File: src/rtl/fifo_uart_tx.sv
// UART transmitter that pops words from an upstream FIFO and sends them LSB first.
// Optional even-parity bit between data and stop when FIFO_TX_PARITY_EN is defined.
module fifo_uart_tx #(
    parameter int CLKS_PER_BIT = 4,
    parameter int DATA_W       = 16
) (
    input  logic              clk,
    input  logic              rst,
    input  logic [DATA_W-1:0] fifo_dout,
    input  logic              fifo_empty,
    output logic              fifo_read,
    output logic              tx,
    output logic              busy,
    output logic [7:0]        frame_cnt
);

    localparam int BIT_W = $clog2(DATA_W + 1);
    localparam logic [15:0]      BAUD_LAST = 16'(CLKS_PER_BIT - 1);
    localparam logic [BIT_W-1:0] BIT_LAST  = BIT_W'(DATA_W - 1);

`ifdef FIFO_TX_PARITY_EN
    typedef enum logic [2:0] {IDLE, REQ, LOAD, START, DATA, PAR, STOP} state_t;
`else
    typedef enum logic [2:0] {IDLE, REQ, LOAD, START, DATA, STOP} state_t;
`endif

    state_t            state_reg, state_next;
    logic [DATA_W-1:0] shift_reg, shift_next;
    logic [15:0]       baud_reg, baud_next;
    logic [BIT_W-1:0]  bit_reg, bit_next;
    logic [7:0]        frame_cnt_reg, frame_cnt_next;
    logic              tx_reg, tx_next;
    logic              baud_done;
`ifdef FIFO_TX_PARITY_EN
    logic              parity_reg, parity_next;
`endif

    always_ff @(posedge clk or posedge rst) begin
        if (rst) begin
            state_reg     <= IDLE;
            shift_reg     <= '0;
            baud_reg      <= '0;
            bit_reg       <= '0;
            frame_cnt_reg <= '0;
            tx_reg        <= 1'b1;
`ifdef FIFO_TX_PARITY_EN
            parity_reg    <= 1'b0;
`endif
        end else begin
            state_reg     <= state_next;
            shift_reg     <= shift_next;
            baud_reg      <= baud_next;
            bit_reg       <= bit_next;
            frame_cnt_reg <= frame_cnt_next;
            tx_reg        <= tx_next;
`ifdef FIFO_TX_PARITY_EN
            parity_reg    <= parity_next;
`endif
        end
    end

    assign baud_done = (baud_reg == BAUD_LAST);

    always_comb begin
        state_next     = state_reg;
        shift_next     = shift_reg;
        baud_next      = baud_reg;
        bit_next       = bit_reg;
        frame_cnt_next = frame_cnt_reg;
        fifo_read      = 1'b0;
        tx_next        = 1'b1;
`ifdef FIFO_TX_PARITY_EN
        parity_next    = parity_reg;
`endif
        case (state_reg)
            IDLE: begin
                // Strobe is gated by rst so no pop can leak out while held in reset
                if (!fifo_empty) begin
                    fifo_read  = !rst;
                    state_next = REQ;
                end
            end
            REQ: state_next = LOAD;
            LOAD: begin
                shift_next = fifo_dout;
                baud_next  = '0;
                bit_next   = '0;
`ifdef FIFO_TX_PARITY_EN
                parity_next = ^fifo_dout;
`endif
                state_next = START;
            end
            START: begin
                if (baud_done) begin
                    baud_next  = '0;
                    state_next = DATA;
                end else begin
                    baud_next = baud_reg + 16'd1;
                end
            end
            DATA: begin
                if (baud_done) begin
                    baud_next  = '0;
                    shift_next = shift_reg >> 1;
                    if (bit_reg == BIT_LAST) begin
                        bit_next = '0;
`ifdef FIFO_TX_PARITY_EN
                        state_next = PAR;
`else
                        state_next = STOP;
`endif
                    end else begin
                        bit_next = bit_reg + BIT_W'(1);
                    end
                end else begin
                    baud_next = baud_reg + 16'd1;
                end
            end
`ifdef FIFO_TX_PARITY_EN
            PAR: begin
                if (baud_done) begin
                    baud_next  = '0;
                    state_next = STOP;
                end else begin
                    baud_next = baud_reg + 16'd1;
                end
            end
`endif
            STOP: begin
                if (baud_done) begin
                    baud_next      = '0;
                    frame_cnt_next = frame_cnt_reg + 8'd1;
                    state_next     = IDLE;
                end else begin
                    baud_next = baud_reg + 16'd1;
                end
            end
            default: state_next = IDLE;
        endcase

        // tx is registered from the next state so the line never glitches
        case (state_next)
            START:   tx_next = 1'b0;
            DATA:    tx_next = shift_next[0];
`ifdef FIFO_TX_PARITY_EN
            PAR:     tx_next = parity_next;
`endif
            default: tx_next = 1'b1;
        endcase
    end

    assign tx        = tx_reg;
    assign busy      = fifo_read | (state_reg != IDLE);
    assign frame_cnt = frame_cnt_reg;

endmodule

File: config.mk
export PLATFORM = sky130hd
export DESIGN_NAME = fifo_uart_tx
export DESIGN_NICKNAME = d
export VERILOG_FILES = /design/src/rtl/fifo_uart_tx.sv
export SDC_FILE = /design/constraint.sdc
export NUM_CORES = 1
export LEC_CHECK = 0
export CAP_MARGIN = 25
export CELL_PAD_IN_SITES_DETAIL_PLACEMENT = 1
export CELL_PAD_IN_SITES_GLOBAL_PLACEMENT = 1
export CORE_MARGIN = 2
export CORE_UTILIZATION = 35
export CTS_BUF_LIST = sky130_fd_sc_hd__clkbuf_4 sky130_fd_sc_hd__clkbuf_8
export DETAILED_ROUTE_END_ITERATION = 7
export PLACE_DENSITY_LB_ADDON = 0.1
export RECOVER_POWER = 50
export SLEW_MARGIN = 30
export SYNTH_ARGS = -nofsm -noshare
export SYNTH_HDL_FRONTEND = slang
export SYNTH_SLANG_ARGS = --single-unit
File: constraint.sdc
create_clock -name clk -period 2.35 [get_ports clk]
set_input_delay 0.47 -clock clk [delete_from_list [all_inputs] [get_ports clk]]
set_output_delay 0.47 -clock clk [all_outputs]
set_load 0.005 [all_outputs]
==> results of run 1 <==
==> per-stage QoR <==
stage,cell area (sq um),std cells
after floorplan,2510,263
after global placement,2970,390
after detailed placement,2970,390
after CTS,3060,398
after global routing,3080,400
final,3080,400
==> metal layers <==
layer / wire length, um / vias up / track usage (%)
met4: 51 / 0 / 4.55
met2: 2850 / 22 / 27.2
li1: - / 1021 / -
met5: 0 / - / 0
met1: 2960 / 1027 / 23.1
met3: 117 / 4 / 2.80
==> path summary, 6_finish.rpt <==
check / to / slack, ns / cells past startpoint
setup / recovery: fifo_read / 0.11 / 3
hold / removal: frame_cnt[7] / 0.47 / 1
setup reg to reg: bit_reg[3] / 0.28 / 6
hold reg to reg: frame_cnt[7] / 0.47 / 1
max in group asynchronous: shift_reg[2] / 0.97 / 3
min in group asynchronous: bit_reg[2] / 0.76 / 2
==> critical path, stage by stage, from the launching register on <==
cell and delay [ns]:
dfrtp_2 0.42, or3_1 0.38, nor3_1 0.14, clkdlybuf4s50_1 0.53
==> timing repair <==
action / CTS / global route
setup buffers: 0 / 2
resized for setup: 1 / 2
hold endpoints to repair: 0 / 0
setup endpoints to repair: 1 / 11
==> cell usage in the layout (no fill, tap or decap), types with 7 or more instances in the layout <==
| master | count |
|---|---|
| nand3_1 | 13 |
| buf_4 | 15 |
| inv_1 | 7 |
| dfrtp_1 | 47 |
| a22oi_1 | 14 |
| nor3_1 | 8 |
| o21ai_1 | 14 |
| nand2_1 | 47 |
| a21oi_1 | 8 |
| nor2_1 | 9 |
| xnor2_1 | 7 |
| clkdlybuf4s50_1 | 24 |
==> cell type report <==
cell class                 instances  area [sq um]
clock buffer                       5          68.8
fill                             803          3790
clock inverter                     3          17.5
sequential                        49          1230
inverter                           7          26.3
timing repair buffer              46           427
multi-input combinational        194          1190
tap                               96           120
==> logic make-up (layout without fill, tap and decap cells) <==
group,Yosys count,count (layout)
AOI/OAI and AO/OA,60,60
adders and majority gates,3,3
buffers and inverters,20,61
muxes,5,5
and+or+nand+nor,115,115
DFF,49,49
xor gates and xnor gates,11,11
==> power groups by stage <==
stage          clock, W  combinational (W)  sequential [W]
2_1_floorplan         0          0.0000186        0.000868
3_3_place_gp          0          0.0000637        0.000868
3_5_place_dp          0          0.0000639        0.000869
4_1_cts        0.000533          0.0000641        0.000852
5_1_grt        0.000567          0.0000677        0.000853
6_report       0.000512          0.0000607        0.000852
==> out/qor.csv, run 1 <==
stage,metric,value,unit
synthesis,synth_top_cell_by_area,dfrtp_1,
sta,slew_violations,0,
sta,setup_tns,0,ns
placement,pre_cts_ws,0.157,ns
placement,hpwl,4270,um
critical_path,crit_type,flip-flop to output port,
flow_run,max_cap_viol_count,0,
clock_tree,clock_sinks,49,
sta,slew_headroom,54.9,%
global_route,grt_overflow,0,
pwr,power_leakage,1.30,nW
route,ant_nets,0,
critical_path,cp_max_fo,3,
clock_tree,cts_buffers,5,
synthesis,synthAdderAreaFrac,1.50,%
placement,routabilityCongestion,0.829,
layout,utilization,44.8,%
synthesis,postSynthAreaPerCell,9.54,sq um
floorplan,core,6870,sq um
clock_tree,cts_tree,yes,
layout,layout-drive-gt1-share,12.5,%
critical_path,end_kind,output port,
synthesis,ys_seq_area_share,48.9,%
synthesis,synth_edf_count,0,
pwr,netSwitchingFraction,23.5,%
critical_path,required,1.88,ns
floorplan,die_area,7860,sq um
synthesis,synth_compound_area_share,16.0,%
synthesis,synth.top_cell.area_share,47.9,%
route,first_pass_iters,4,
clock_tree,cts_hold_buffers,0,
route,drt-total-wl,5970,um
placement,port-buffer-count,29,
critical_path,worstSetupStartpoint,state_reg[1],
synthesis,synthTopCellsByArea,"dfrtp_1 (48%), nand2_1 (7.0%), a22oi_1 (4.2%)",
global_route,grt_pass1_wl,10400,um
pwr,comb_power_share,4.3,%
synthesis,synth_seq_cells,49,
outcome,status,"complete, no violations",
synthesis,async_reset_ff_share,100,%
layout,areaGrowthSynthToFinish,22.6,%
layout,diodes,0,
critical_path,r2r-start,baud_reg[0],
synthesis,synth_fp_nets,285,
floorplan,die_h,88.7,um
synthesis,ys_types,51,
sta,period_minus_slack,2.24,ns
synthesis,synth-xor-area-share,3.84,%
pwr,power_frac_clock,35.9,%
global_route,grtUsageTotal,16.7,%
global_route,grt_pass1_vias,2150,
clock_tree,cts.path.max_buffers,2,
route,drcViolationCount,0,
route,vias,2074,
synthesis,synth_top_family_by_area,simple AND/OR/NAND/NOR gates,
sta,fin_worst_skew,0.0107,ns
sta,fin_ws,0.106,ns
sta,hold_slack,0.474,ns
hold_path,hold_class,flip-flop to flip-flop,
synthesis,synth_mux_area_share,2.14,%
sta,fin_crit_sh,95.5,%
global_route,grt_max_degree,34,
layout,final_nets,325,
synthesis,ys.warnings.count,0,
floorplan,rows,30,
pwr,p_sw,0.000334,W
pwr,power_density,463,nW/um^2
floorplan,start_util,36.5,%
global_route,grt_antenna_before_repair,0,
hold_path,hp-start,frame_cnt[7],
sta,max_freq,0.446,GHz
synthesis,synth_area,2510,sq um
route,drt_iter0_markers,55,
clock_tree,path_clk_slew,0.09,ns
synthesis,synthCells,263,
route,routed_via_density,5.19,
synthesis,synth_commonest_cells,"dfrtp_1 (48), nand2_1 (47), a22oi_1 (14), o21ai_1 (14), nand3_1 (13)",
critical_path,worstPathArrival,1.77,ns
synthesis,synthSimpleGateAreaFrac,23.7,%
floorplan,die_width,88.7,um
clock_tree,cts-root-buf,clkbuf_8,
synthesis,synth.most_common_cell,dfrtp_1,
sta,hold_violations,0,
pwr,internal-power,0.00109,W
clock_tree,h-tree-depth,2,
pwr,vdd_drop_max,0.301,mV
sta,setup_viol,0,
critical_path,critPathLaunchType,flip-flop,
sta,worstMarginPinSlew,0.677,ns
clock_tree,clkLatencyLatePin,0.31,ns
sta,rsz0062_at_grt,no,
floorplan,ioPinCount,30,
pwr,finalPower,0.00142,W
synthesis,synth_ff_type,dfrtp_1,
pwr,p_seq_share,59.8,%
route,wl_per_cell,14.9,um
(Power assumes the default switching activity.)
==> run 2: changes to the inputs <==
--- a/config.mk
+++ b/config.mk
@@ -14,7 +14,7 @@
 export DETAILED_ROUTE_END_ITERATION = 7
 export PLACE_DENSITY_LB_ADDON = 0.1
 export RECOVER_POWER = 50
-export SLEW_MARGIN = 30
+export SLEW_MARGIN = 20
 export SYNTH_ARGS = -nofsm -noshare
 export SYNTH_HDL_FRONTEND = slang
 export SYNTH_SLANG_ARGS = --single-unit
==> results of run 2 <==
No change in the layout: final DEF, timing and power equal those of run 1.
==> run 3: changes to the inputs <==
--- a/config.mk
+++ b/config.mk
@@ -5,6 +5,8 @@
 export SDC_FILE = /design/constraint.sdc
 export NUM_CORES = 1
 export LEC_CHECK = 0
+export ABC_AREA = 1
+export ABC_CLOCK_PERIOD_IN_PS = 2350
 export CAP_MARGIN = 25
 export CELL_PAD_IN_SITES_DETAIL_PLACEMENT = 1
 export CELL_PAD_IN_SITES_GLOBAL_PLACEMENT = 1
==> out/qor.csv, run 3 <==
stage,metric,value,unit,change
synthesis,ys_seq_area_share,44.6,%,-4.3 points
global_route,grt_pass1_wl,11400,um,+9.4%
layout,fillers,936,,+17%
layout,mostFrequentLayoutCells,"nand2_1 (84), dfrtp_1 (48), nand3_1 (45), nor2_1 (30)",,
global_route,grt_overflow,0,,unchanged
placement,hpwl,4660,um,+9.3%
global_route,grt_max_degree,50,,+47%
pwr,p_sw,0.000324,W,-3.2%
synthesis,synth_commonest_cells,"nand2_1 (84), dfrtp_1 (48), nand3_1 (45), nor2_1 (30), inv_1 (28)",,
outcome,status,"complete, no violations",,
pwr,netSwitchingFraction,20.7,%,-2.8 points
synthesis,synth_top_cell_by_area,dfrtp_1,,
pwr,power_frac_clock,41.8,%,+5.9 points
route,routed_via_density,4.88,,-5.8%
clock_tree,clock_sinks,49,,unchanged
synthesis,synth.top_cell.area_share,43.7,%,-4.2 points
clock_tree,clkLatencyLatePin,0.30,ns,about the same
hold_path,hold_class,flip-flop to flip-flop,,
sta,setup_tns,0,ns,unchanged
global_route,grt_pass1_vias,2341,,+8.9%
critical_path,timing.rr.end,baud_reg[14],,
synthesis,synth_area,2750,sq um,+9.6%
critical_path,crit_type,primary input to output port,,
synthesis,synth_edf_count,0,,unchanged
pwr,power_leakage,1.46,nW,+12%
placement,port-buffer-count,29,,unchanged
sta,fin_crit_sh,94.5,%,-1.0 points
critical_path,r2r-start,baud_reg[0],,
route,drt_iter0_markers,117,,+110%
pwr,p_seq_share,54.5,%,-5.3 points
flow_run,max_cap_viol_count,0,,unchanged
layout,multi_input_area,1320,sq um,+11%
synthesis,synth_fp_nets,356,,+25%
clock_tree,cts_setup_buffers,0,,unchanged
clock_tree,h-tree-depth,2,,unchanged
sta,setup_viol,0,,unchanged
clock_tree,cts_hold_buffers,0,,unchanged
global_route,grtUsageTotal,16.6,%,-0.17 points
route,vias,2281,,+10%
synthesis,synthTopCellsByArea,"dfrtp_1 (44%), nand2_1 (11%), nand3_1 (8.2%)",,
layout,diodes,0,,unchanged
critical_path,slowest_delay,0.58,ns,+0.05 ns
critical_path,rr_worst_depth,6,,unchanged
hold_path,whs_path_depth,1,,unchanged
clock_tree,cts-root-buf,clkbuf_8,,
critical_path,path_buf_inv,2,,+1
critical_path,worstPathArrival,1.75,ns,-0.02 ns
route,wl_per_cell,14.0,um,-6.5%
critical_path,required,1.88,ns,about the same
route,drt-total-wl,6520,um,+9.2%
critical_path,crit_chain,dlygate4sd3_1 -> nor3_1 -> clkdlybuf4s50_1,,
clock_tree,cts_buffers,5,,unchanged
synthesis,synth_seq_cells,49,,unchanged
synthesis,synthCells,334,,+27%
clock_tree,cts.path.max_buffers,2,,unchanged
clock_tree,cts_tree,yes,,
layout,design_area,3230,sq um,+5.0%
sta,period_minus_slack,2.22,ns,-0.0243 ns
floorplan,die_h,92.6,um,+4.5%
route,first_pass_iters,4,,unchanged
critical_path,end_kind,output port,,
synthesis,postSynthAreaPerCell,8.23,sq um,-14%
sta,slew_violations,0,,unchanged
pwr,comb_power_share,3.7,%,-0.6 points
synthesis,async_reset_ff_share,100,%,unchanged
pwr,vdd_drop_max,0.254,mV,-16%
sta,fin_ws,0.130,ns,+0.0243 ns
sta,max_freq,0.451,GHz,+1.1%
floorplan,die_width,92.6,um,+4.5%
synthesis,ys_types,37,,-27%
floorplan,rows,32,,+6.7%
placement,routabilityCongestion,0.793,,-4.4%
route,ant_nets,0,,unchanged
floorplan,ioPinCount,30,,unchanged
clock_tree,path_clk_slew,0.10,ns,about the same
layout,final_nets,386,,+19%
layout,final-seq-area,1230,sq um,-0.10%
floorplan,die_area,8580,sq um,+9.1%
clock_tree,cts_resized,0,,-1
critical_path,critPathLaunchType,primary input,,
placement,pre_cts_ws,0.241,ns,+0.0844 ns
pwr,power_density,484,nW/um^2,+4.5%
layout,areaGrowthSynthToFinish,17.5,%,
layout,final_common_cell,nand2_1,,
sta,slew_headroom,15.6,%,-39 points
global_route,grt_antenna_before_repair,0,,unchanged
critical_path,crit_family,buffers and inverters,,
sta,worstMarginPinSlew,1.27,ns,+0.589 ns
pwr,internal-power,0.00124,W,+14%
floorplan,core,7690,sq um,+12%
route,drcViolationCount,0,,unchanged
sta,rsz0062_at_grt,no,,
critical_path,cp_max_fo,3,,unchanged
critical_path,r2r_setup_slack,0.49,ns,+0.21 ns
synthesis,ys.warnings.count,0,,unchanged
floorplan,start_util,35.8,%,-0.76 points
placement,place_area,3130,sq um,+5.1%
layout,layout-drive-gt1-share,12.1,%,-0.45 points
sta,fin_worst_skew,0.0114,ns,+0.000773 ns
critical_path,cp.depth,3,,unchanged
synthesis,synth_ff_type,dfrtp_1,,
critical_path,critPathSlowestCell,dlygate4sd3_1,,
sta,hold_violations,0,,unchanged
hold_path,hp-start,frame_cnt[7],,
hold_path,holdPathEnd,frame_cnt[7],,
synthesis,synth.most_common_cell,nand2_1,,
run 3: layout make-up:
class / instances / area share [%]
well taps: 102 / 3.95
flip-flops and latches: 49 / 38.0
inverters: 34 / 4.03
clock inverters: 1 / 0.929
repair buffers: 32 / 9.60
clock buffers: 7 / 2.79
multi-input cells: 242 / 40.7
run 3: how the worst max path moves through the flow:
stage,to,startpoint,slack [ns]
3_3_place_gp,fifo_read,rst,0.27
2_1_floorplan,baud_reg[0],rst,0.71
5_1_grt,fifo_read,rst,0.05
3_5_place_dp,fifo_read,fifo_empty,0.24
6_report,fifo_read,rst,0.13
4_1_cts,fifo_read,state_reg[0],0.17
run 3: cells by family after synthesis:
| kind of cell | after synthesis | synth area share, % |
|---|---|---|
| AND/OR/NAND/NOR | 195 | 33.7 |
| adder cells (fa/ha/maj) | 3 | 1.37 |
| XOR/XNOR | 18 | 5.73 |
| AO/OA/AOI/OAI | 26 | 7.05 |
| flip-flops | 49 | 44.6 |
| buffers and inverters | 43 | 7.51 |
run 3: layer usage:
metal	share of wire [%]	track usage, %	up-vias
met5	0	0	-
met4	0.58	3.55	0
met3	4.0	2.77	2
met2	46	26.0	43
met1	50	24.2	1095
li1	-	-	1141
run 3: worst reg2reg max path: stages (launching register included):
cell,delay (ns)
dfrtp_1,0.40
ha_1,0.41
nand2_1,0.14
nor3_1,0.36
nand4_1,0.18
xor2_1,0.18
o21bai_1,0.12
run 3: power groups by stage:
stage,clock network [W],registers [W],logic [W]
after floorplan,0,0.000868,0.0000188
after global placement,0,0.000868,0.0000637
after detailed placement,0,0.000869,0.0000643
after CTS,0.000675,0.000852,0.0000647
after global routing,0.000708,0.000853,0.0000662
final,0.000654,0.000852,0.0000578
run 3: per-stage QoR:
| stage | hold WS, ns | std cells | utilization (%) | power, W |
|---|---|---|---|---|
| floorplan | 0.453 | 334 | - | 0.000887 |
| global placement | 0.461 | 459 | 40.7 | 0.000932 |
| detailed placement | 0.470 | 459 | 40.7 | 0.000933 |
| CTS | 0.484 | 467 | 42.2 | 0.00159 |
| global route | 0.489 | 467 | 42.0 | 0.00163 |
| finish | 0.483 | 467 | 42.0 | 0.00156 |
